===== config.mk =====
export PLATFORM = sky130hd
export DESIGN_NAME = uart_tx_host
export DESIGN_NICKNAME = d
export VERILOG_FILES = /design/src/rtl/uart_tx_host.sv
export SDC_FILE = /design/constraint.sdc
export NUM_CORES = 1
export LEC_CHECK = 0
export ABC_CLOCK_PERIOD_IN_PS = 8100
export BUFFER_PORTS_ARGS = -buffer_cell sky130_fd_sc_hd__buf_2
export CAP_MARGIN = 10
export CORE_UTILIZATION = 50
export CTS_CLUSTER_DIAMETER = 40
export DETAILED_ROUTE_END_ITERATION = 7
export PLACE_DENSITY_LB_ADDON = 0.05
export SLEW_MARGIN = 20
export SYNTH_ARGS = -nofsm -noshare
export SYNTH_HDL_FRONTEND = slang
export SYNTH_SLANG_ARGS = --single-unit

===== constraint.sdc =====
create_clock -name clk -period 8.1 [get_ports clk]
set_input_delay 0.81 -clock clk [delete_from_list [all_inputs] [get_ports clk]]
set_output_delay 0.81 -clock clk [all_outputs]
set_load 0.02 [all_outputs]

===== src/rtl/uart_tx_host.sv =====
// rtl/uart_tx_host.sv - Register-configured UART transmitter with byte FIFO and baud divider.
// Optional parity generation is enabled by defining UART_TX_PARITY_EN.
module uart_tx_host #(
    parameter int          FIFO_DEPTH  = 8,
    parameter logic [15:0] DEFAULT_DIV = 16'd15,
    parameter int          STOP_BITS   = 1
) (
    input  logic        clk,
    input  logic        srst_n,
    input  logic        configure,
    input  logic [31:0] addr,
    input  logic [31:0] data_in,
    output logic [31:0] data_out,
    output logic        tx
);
    localparam int PW = (FIFO_DEPTH > 1) ? $clog2(FIFO_DEPTH) : 1;
    localparam int CW = PW + 1;
    localparam logic [CW-1:0] DEPTH_C = CW'(FIFO_DEPTH);

    localparam logic [2:0] S_IDLE   = 3'd0;
    localparam logic [2:0] S_START  = 3'd1;
    localparam logic [2:0] S_DATA   = 3'd2;
    localparam logic [2:0] S_PARITY = 3'd3;
    localparam logic [2:0] S_STOP   = 3'd4;

    localparam logic [7:0] A_CTRL   = 8'h00;
    localparam logic [7:0] A_STATUS = 8'h04;
    localparam logic [7:0] A_DIV    = 8'h08;
    localparam logic [7:0] A_TXDATA = 8'h0C;

    localparam logic STOP_LAST = (STOP_BITS > 1) ? 1'b1 : 1'b0;

    logic [7:0]    mem_q [FIFO_DEPTH];
    logic [PW-1:0] wptr_q, wptr_d, rptr_q, rptr_d;
    logic [CW-1:0] count_q, count_d;
    logic          tx_en_q, tx_en_d, par_en_q, par_en_d, par_odd_q, par_odd_d;
    logic [15:0]   div_q, div_d, div_sh_q, div_sh_d, baud_q, baud_d;
    logic          overflow_q, overflow_d;
    logic [2:0]    state_q, state_d, bit_idx_q, bit_idx_d;
    logic          stop_idx_q, stop_idx_d;
    logic [7:0]    shift_q, shift_d;
    logic          fpar_en_q, fpar_en_d, fpar_bit_q, fpar_bit_d;
    logic          tx_q, tx_d;
    logic [31:0]   data_out_q, rdata;

    logic          wr_ctrl, wr_status, wr_div, wr_txdata, flush;
    logic          fifo_full, fifo_empty, push_req, push, pop, tick;
    logic [31:0]   count_ext;
    logic [3:0]    fill;
    logic          unused_bits;

    assign unused_bits = ^{addr[31:8], data_in[31:16]};

    assign wr_ctrl   = configure && (addr[7:0] == A_CTRL);
    assign wr_status = configure && (addr[7:0] == A_STATUS);
    assign wr_div    = configure && (addr[7:0] == A_DIV);
    assign wr_txdata = configure && (addr[7:0] == A_TXDATA);
    assign flush     = wr_ctrl && data_in[1];

    assign fifo_full  = (count_q == DEPTH_C);
    assign fifo_empty = (count_q == '0);
    assign count_ext  = 32'(count_q);
    assign fill       = (count_ext > 32'd15) ? 4'hF : count_ext[3:0];

    // A full FIFO still accepts a byte when a pop frees a slot in the same cycle.
    assign push_req = wr_txdata && !flush;
    assign push     = push_req && (!fifo_full || pop);
    assign tick     = (baud_q == 16'd0);

    always_comb begin
        tx_en_d    = tx_en_q;
        par_en_d   = par_en_q;
        par_odd_d  = par_odd_q;
        div_d      = div_q;
        overflow_d = overflow_q;
        wptr_d     = wptr_q;
        rptr_d     = rptr_q;
        count_d    = count_q;
        if (wr_ctrl) begin
            tx_en_d = data_in[0];
`ifdef UART_TX_PARITY_EN
            par_en_d  = data_in[2];
            par_odd_d = data_in[3];
`else
            par_en_d  = 1'b0;
            par_odd_d = 1'b0;
`endif
        end
        if (wr_div) div_d = data_in[15:0];
        if (wr_status && data_in[3]) overflow_d = 1'b0;
        if (push_req && !push) overflow_d = 1'b1;
        if (flush) begin
            wptr_d  = '0;
            rptr_d  = '0;
            count_d = '0;
        end else begin
            if (push) wptr_d = wptr_q + 1'b1;
            if (pop)  rptr_d = rptr_q + 1'b1;
            count_d = count_q + CW'(push) - CW'(pop);
        end
    end

    always_comb begin
        state_d    = state_q;
        shift_d    = shift_q;
        bit_idx_d  = bit_idx_q;
        stop_idx_d = stop_idx_q;
        baud_d     = baud_q;
        div_sh_d   = div_sh_q;
        fpar_en_d  = fpar_en_q;
        fpar_bit_d = fpar_bit_q;
        pop        = 1'b0;
        if (state_q == S_IDLE) begin
            // Divider and parity settings are frozen for the whole frame here.
            if (tx_en_q && !fifo_empty && !flush) begin
                pop        = 1'b1;
                shift_d    = mem_q[rptr_q];
                div_sh_d   = div_q;
                baud_d     = div_q;
                fpar_en_d  = par_en_q;
                fpar_bit_d = (^mem_q[rptr_q]) ^ par_odd_q;
                state_d    = S_START;
            end
        end else if (!tick) begin
            baud_d = baud_q - 16'd1;
        end else begin
            baud_d = div_sh_q;
            case (state_q)
                S_START: begin
                    state_d   = S_DATA;
                    bit_idx_d = 3'd0;
                end
                S_DATA: begin
                    if (bit_idx_q != 3'd7) begin
                        bit_idx_d = bit_idx_q + 3'd1;
                    end else if (fpar_en_q) begin
                        state_d = S_PARITY;
                    end else begin
                        state_d    = S_STOP;
                        stop_idx_d = 1'b0;
                    end
                end
                S_PARITY: begin
                    state_d    = S_STOP;
                    stop_idx_d = 1'b0;
                end
                default: begin
                    if (stop_idx_q == STOP_LAST) state_d = S_IDLE;
                    else                         stop_idx_d = 1'b1;
                end
            endcase
        end
    end

    always_comb begin
        case (state_d)
            S_START:  tx_d = 1'b0;
            S_DATA:   tx_d = shift_d[bit_idx_d];
            S_PARITY: tx_d = fpar_bit_d;
            default:  tx_d = 1'b1;
        endcase
    end

    always_comb begin
        rdata = '0;
        case (addr[7:0])
            A_CTRL:   rdata = {28'd0, par_odd_q, par_en_q, 1'b0, tx_en_q};
            A_STATUS: rdata = {24'd0, fill, overflow_q, fifo_empty, fifo_full, (state_q != S_IDLE)};
            A_DIV:    rdata = {16'd0, div_q};
            default:  rdata = '0;
        endcase
    end

    always_ff @(posedge clk) begin
        if (push) mem_q[wptr_q] <= data_in[7:0];
    end

    always_ff @(posedge clk) begin
        if (!srst_n) begin
            tx_en_q    <= 1'b0;
            par_en_q   <= 1'b0;
            par_odd_q  <= 1'b0;
            div_q      <= DEFAULT_DIV;
            overflow_q <= 1'b0;
            wptr_q     <= '0;
            rptr_q     <= '0;
            count_q    <= '0;
            state_q    <= S_IDLE;
            shift_q    <= 8'd0;
            bit_idx_q  <= 3'd0;
            stop_idx_q <= 1'b0;
            baud_q     <= 16'd0;
            div_sh_q   <= DEFAULT_DIV;
            fpar_en_q  <= 1'b0;
            fpar_bit_q <= 1'b0;
            tx_q       <= 1'b1;
            data_out_q <= 32'd0;
        end else begin
            tx_en_q    <= tx_en_d;
            par_en_q   <= par_en_d;
            par_odd_q  <= par_odd_d;
            div_q      <= div_d;
            overflow_q <= overflow_d;
            wptr_q     <= wptr_d;
            rptr_q     <= rptr_d;
            count_q    <= count_d;
            state_q    <= state_d;
            shift_q    <= shift_d;
            bit_idx_q  <= bit_idx_d;
            stop_idx_q <= stop_idx_d;
            baud_q     <= baud_d;
            div_sh_q   <= div_sh_d;
            fpar_en_q  <= fpar_en_d;
            fpar_bit_q <= fpar_bit_d;
            tx_q       <= tx_d;
            data_out_q <= rdata;
        end
    end

    assign tx       = tx_q;
    assign data_out = data_out_q;

endmodule


After elaboration in Yosys (flattened, before gate mapping)
Memories as Yosys holds them, arrays and structs flattened. A register that Yosys moved wholly into a read port is not among the register bits.
Cells that the tools add are included.
- register bits: 109
- bits in latches: 0
- bits in writable memories: 64
- bits in read-only memories: 0
- bits of input ports: 67
- output and inout bits: 33
- logic and storage cells: 99
- memories kept: 1
- memory list (memory ; depth ; width ; read ports ; clocked after Yosys merged registers in ; wr ports ; line ; text):
    mem_q ; 8 ; 8 ; 1 ; 1 ; 1 ; 33 ; logic [7:0] mem_q [FIFO_DEPTH];
- add/sub/neg operators: 6
- $mul: 0
- divide/modulo/power cells: 0
- $lt $le $gt $ge: 2
- equality and inequality tests: 13
- shift operators: 0
- mux-type cells: 33
- bitwise logic cells: 3
- reductions and logical operators: 26
- operators with widths (cell ; number):
    $mux 16 ; 3
    $pmux 16 s3 ; 1
    $mux 3 ; 10
    $eq 8x4->1 const B ; 2
    $logic_not 16->1 ; 1
    $mux 8 ; 2
    $sub 16x1->16 const B ; 1
    $eq 3x2->1 const B ; 4
    $logic_and 1x1->1 ; 11
    $mux 1 ; 11
    $add 3x1->3 const B ; 3
    $pmux 3 s3 ; 1
    $eq 8x3->1 const B ; 1
    $logic_not 8->1 ; 1
    $reduce_xor 8->1 ; 1
    $eq 3x1->1 const B ; 2
    $pmux 1 s3 ; 2
    $pmux 3 s2 ; 1
    $add 4x1->4 ; 1
    $eq 4x4->1 const B ; 1
    $gt 4x4->1 const B ; 1
    $logic_not 1->1 ; 4
    $logic_not 4->1 ; 1
    $lt 3x4->1 const B ; 1
    other kinds (14) ; 16

Longest topological paths before layout
- depth in word-level cells: 12
- depth in mapped cells: 15
- mapped depth without buffers: 12

Worst setup path after synthesis
No wires, ideal clock.
- kind: input-to-reg
- start: input port addr[1]
- end: register count_q[2]
- setup time: 0.124 ns
- data arrival time: 3.378 ns
- data required time: 7.976 ns
- setup slack: 4.598 ns
- cell stages on the path: 12
- path buffers: 3
- cell sequence: nor4_1 nand4_1 and2_1 clkbuf_1 buf_2 buf_2 o31ai_1 ha_1 inv_1 fa_1 xor2_1 nor2_1
- cells in the longest elaborated chain, start to end: 11
- elaborated cells between the ends (all ways): 15
- those cells by class: add/sub (2); eq/ne (1); mux (2); reduce/logical (10)
- ends and longest elaborated chain (element ; line ; text):
    start: declaration ; 11 ; input logic [31:0] addr,
    $logic_not 8->1 ; 54 ; assign wr_ctrl = configure && (addr[7:0] == A_CTRL);
    $logic_and 1x1->1 ; 54 ;
    $logic_and 1x1->1 ; 58 ; assign flush = wr_ctrl && data_in[1];
    $logic_not 1->1 ; 66, 115 ;
    $logic_and 1x1->1 ; 115 ; if (tx_en_q && !fifo_empty && !flush) begin
    $mux 1 ; 115 ;
    $mux 1 ; 113 ; if (state_q == S_IDLE) begin
    $logic_or 1x1->1 ; 67 ; assign push = push_req && (!fifo_full || pop);
    $logic_and 1x1->1 ; 67 ;
    $add 4x1->4 ; 99 ; count_d = count_q + CW'(push) - CW'(pop);
    $sub 4x1->4 ; 99 ;
    end signal: assignment ; 206 ; count_q <= count_d;
    end: declaration ; 35 ; logic [CW-1:0] count_q, count_d;
Several ways; a longest one is shown, not always the timed one.
A chain may end at the register's enable or synchronous reset.

Final worst setup path
- start: register state_q[2]
- end: memory mem_q[2][5], enable pin
- cells in the longest elaborated chain, start to end: 6
- ends and longest elaborated chain (element ; line ; text):
    start: declaration ; 39 ; logic [2:0] state_q, state_d, bit_idx_q, bit_idx_d;
    start signal: assignment ; 207 ; state_q <= state_d;
    $logic_not 3->1 ; 113 ;
    $mux 1 ; 113 ;
    $logic_or 1x1->1 ; 67 ;
    $logic_and 1x1->1 ; 67 ;
    $mux 1 ; 175 ; if (push) mem_q[wptr_q] <= data_in[7:0];
    $mux 1 (implied by the code) ; 175 ;
    end: declaration ; 33 ;
Every way passes these cells.

==> impl_metrics.ini <==
[cts]
ctsLongestPathBuffers = 2
root_buffer = clkbuf_16
cts_tree = yes
postCtsHoldBufs = 0
postCtsSetupBuffers = 0
clk-insertion-delay-late_ns = 0.42
cts_sinks = 159
h-tree-depth = 4
cts.repair.resized = 0
clk_pin_slew_ns = 0.06
cts_made_buffers = 17

[hold_path]
worstHoldPathType = reg2reg
min-delay-start = div_sh_q[8]

[synthesis]
netlist_area_um2 = 6790
yosysSeqAreaShare_pct = 56.4
syn_avg_cell_area_um2 = 10.9
syn_inst = 620
ys_types = 57
synth_enable_flop_cells = 64
synth-seq-cells = 159
synth_top_flop_cell = dfxtp_1
async_reset_ff_share_pct = 0
ys_warn_count = 0

[power_and_ir_drop]
power.internal_mw = 1.27
swShare_pct = 20.6
power_leakage_nw = 2.73
clock_power_share_pct = 46.0
p_switching_uw = 330
vdd_drop_max_v = 0.000124
pwr-share-seq_pct = 52.0
combPwrFrac_pct = 1.9
p_total_mw = 1.60
p_per_area_nw_per_um2 = 210

[timing]
setup_violations = 0
tightest_slew_ns = 0.974
timing.final.crit_share_pct = 43.0
setup_tns_ns = 0
maxSlewHeadroom_pct = 34.8
fmax_ghz = 0.287
final_max_slew_viol_count = 0
worst_slack_ns = 4.62
rsz0062_at_grt = false
fin_crit_ns = 3.48
clock_skew_ns = 0.0103
hold_violations = 0

[final_layout]
final_common_cell = nand2_1
area_growth_pct = 12.4
utilization_pct = 57.6
layout-drive-gt1-share_pct = 17.1
final_cell_mix = 98 x nand2_1, 95 x dfxtp_1, 64 x edfxtp_1
insertedDiodeCount = 0
fin_area_um2 = 7630
nets = 730
fillers = 1147

[grt]
grt_use_total_pct = 22.1
grt_pass1_wl_um = 23400
antenna_found_initial = 0
grt_max_degree = 55
first_global_vias = 4434
grt_overflow = 0

[floorplanning]
die_w_um = 118
io_pins = 100
die-area_um2 = 14000
die_y_um = 118
rows = 42
core_um2 = 13200
start_util_pct = 51.2

[place]
hpwl_um = 9480
gp_congestion = 0.835
portBuffers = 43
pre_cts_ws_ns = 4.23
postPlaceCellArea_um2 = 7080

[detailed_routing]
drt-initial-drc-count = 311
dr.pass1.iters = 7
wl_um = 14400
vias_per_cell = 5.54
wl_per_cell_um = 17.2
ant_nets = 0
post-route-drc-count = 0
vias = 4666

[critical_path]
crit_required_ns = 8.14
setup.worst_path.start = state_q[2]
cp.arrival_ns = 3.53
start_kind = flop
crit_path_max_fanout = 22
critPathKind = reg2reg
end_kind = flop
timing.rr.start = state_q[2]

[outcome]
status = completed

[run]
cap_viol_max_count = 0
power groups by stage:
stage	clock network, mW	logic, mW	registers [mW]
floorplan	0	0.0220	0.849
global placement	0	0.0303	0.849
detailed placement	0	0.0310	0.849
CTS	0.751	0.0311	0.832
global route	0.787	0.0343	0.831
finish	0.736	0.0309	0.832
layout make-up:
class / count / area [um^2] / area share [%]
inverter: 9 / 33.8 / 0.443
timing repair buffer: 47 / 245 / 3.21
tap: 176 / 220 / 2.89
multi-input combinational: 419 / 2760 / 36.2
sequential: 159 / 3820 / 50.1
clock inverter: 9 / 85.1 / 1.12
clock buffer: 23 / 458 / 6.00
cells by family after synthesis:
logic type	after synthesis	share of synthesized area, %
compound gates	100	9.83
xor+xnor	17	2.40
fa+ha+maj	10	1.95
buf+inv	57	4.19
flops	159	56.4
mux	44	9.64
other cells	1	0.0553
simple gates	232	15.6
routing by layer:
metal / track usage (%) / vias up / routed length, um
met5: 0 / - / 0
met4: 7.28 / 0 / 149
met3: 5.21 / 15 / 828
met2: 31.5 / 148 / 6250
met1: 33.1 / 2230 / 7210
li1: - / 2273 / -
worst max-delay path, stage by stage, from the launching register on:
cell     delay [ns]
dfxtp_1        0.43
nor3_2         0.22
buf_4          0.27
and3_1         0.24
nand2_1        0.55
nand2_1        0.37
nand2_1        0.23
nor3_2         0.78
registers in the layout (all words and copies together) (netlist names), 3 cells and up, named ones only:
signal     cells
div_q         16
wptr_q         3
data_out      16
state_q        3
baud_q        16
shift_q        8
rptr_q         3
count_q        4
bit_idx_q      3
div_sh_q      16
mem_q         64
stage by stage:
step | cells | hold slack (ns)
3_3_place_gp | 810 | 0.443
4_1_cts | 842 | 0.455
6_report | 842 | 0.455
3_5_place_dp | 810 | 0.447
2_1_floorplan | 635 | 0.436
5_1_grt | 842 | 0.474
synth_stat cells (6+ instances only):
library cell / instances / share of area, %
buf_4: 16 / 1.8
nand3_1: 15 / 1.1
o21ai_0: 10 / 0.74
clkbuf_1: 24 / 1.3
nand2_1: 98 / 5.4
mux4_2: 16 / 5.3
dfxtp_1: 95 / 28
nand2b_1: 6 / 0.55
nor4_1: 6 / 0.55
and2_1: 17 / 1.6
mux2_2: 10 / 1.7
nor2_1: 56 / 3.1
inv_1: 8 / 0.44
nor3_1: 12 / 0.89
edfxtp_1: 64 / 28
xor2_1: 6 / 0.77
xnor2_1: 10 / 1.3
ha_1: 9 / 1.7
a22oi_1: 6 / 0.66
a21oi_1: 40 / 3.0
a211oi_1: 9 / 1.0
mux2i_1: 17 / 2.5
buf_2: 8 / 0.59
worst paths after layout:
path                 end  slack [ns]  cells after the start
min          div_sh_q[8]        0.46                      2
max          mem_q[2][5]        4.62                      7
max reg2reg  mem_q[2][5]        4.62                      7
min reg2reg  div_sh_q[8]        0.46                      2
Power figures use the tool's default switching activity.
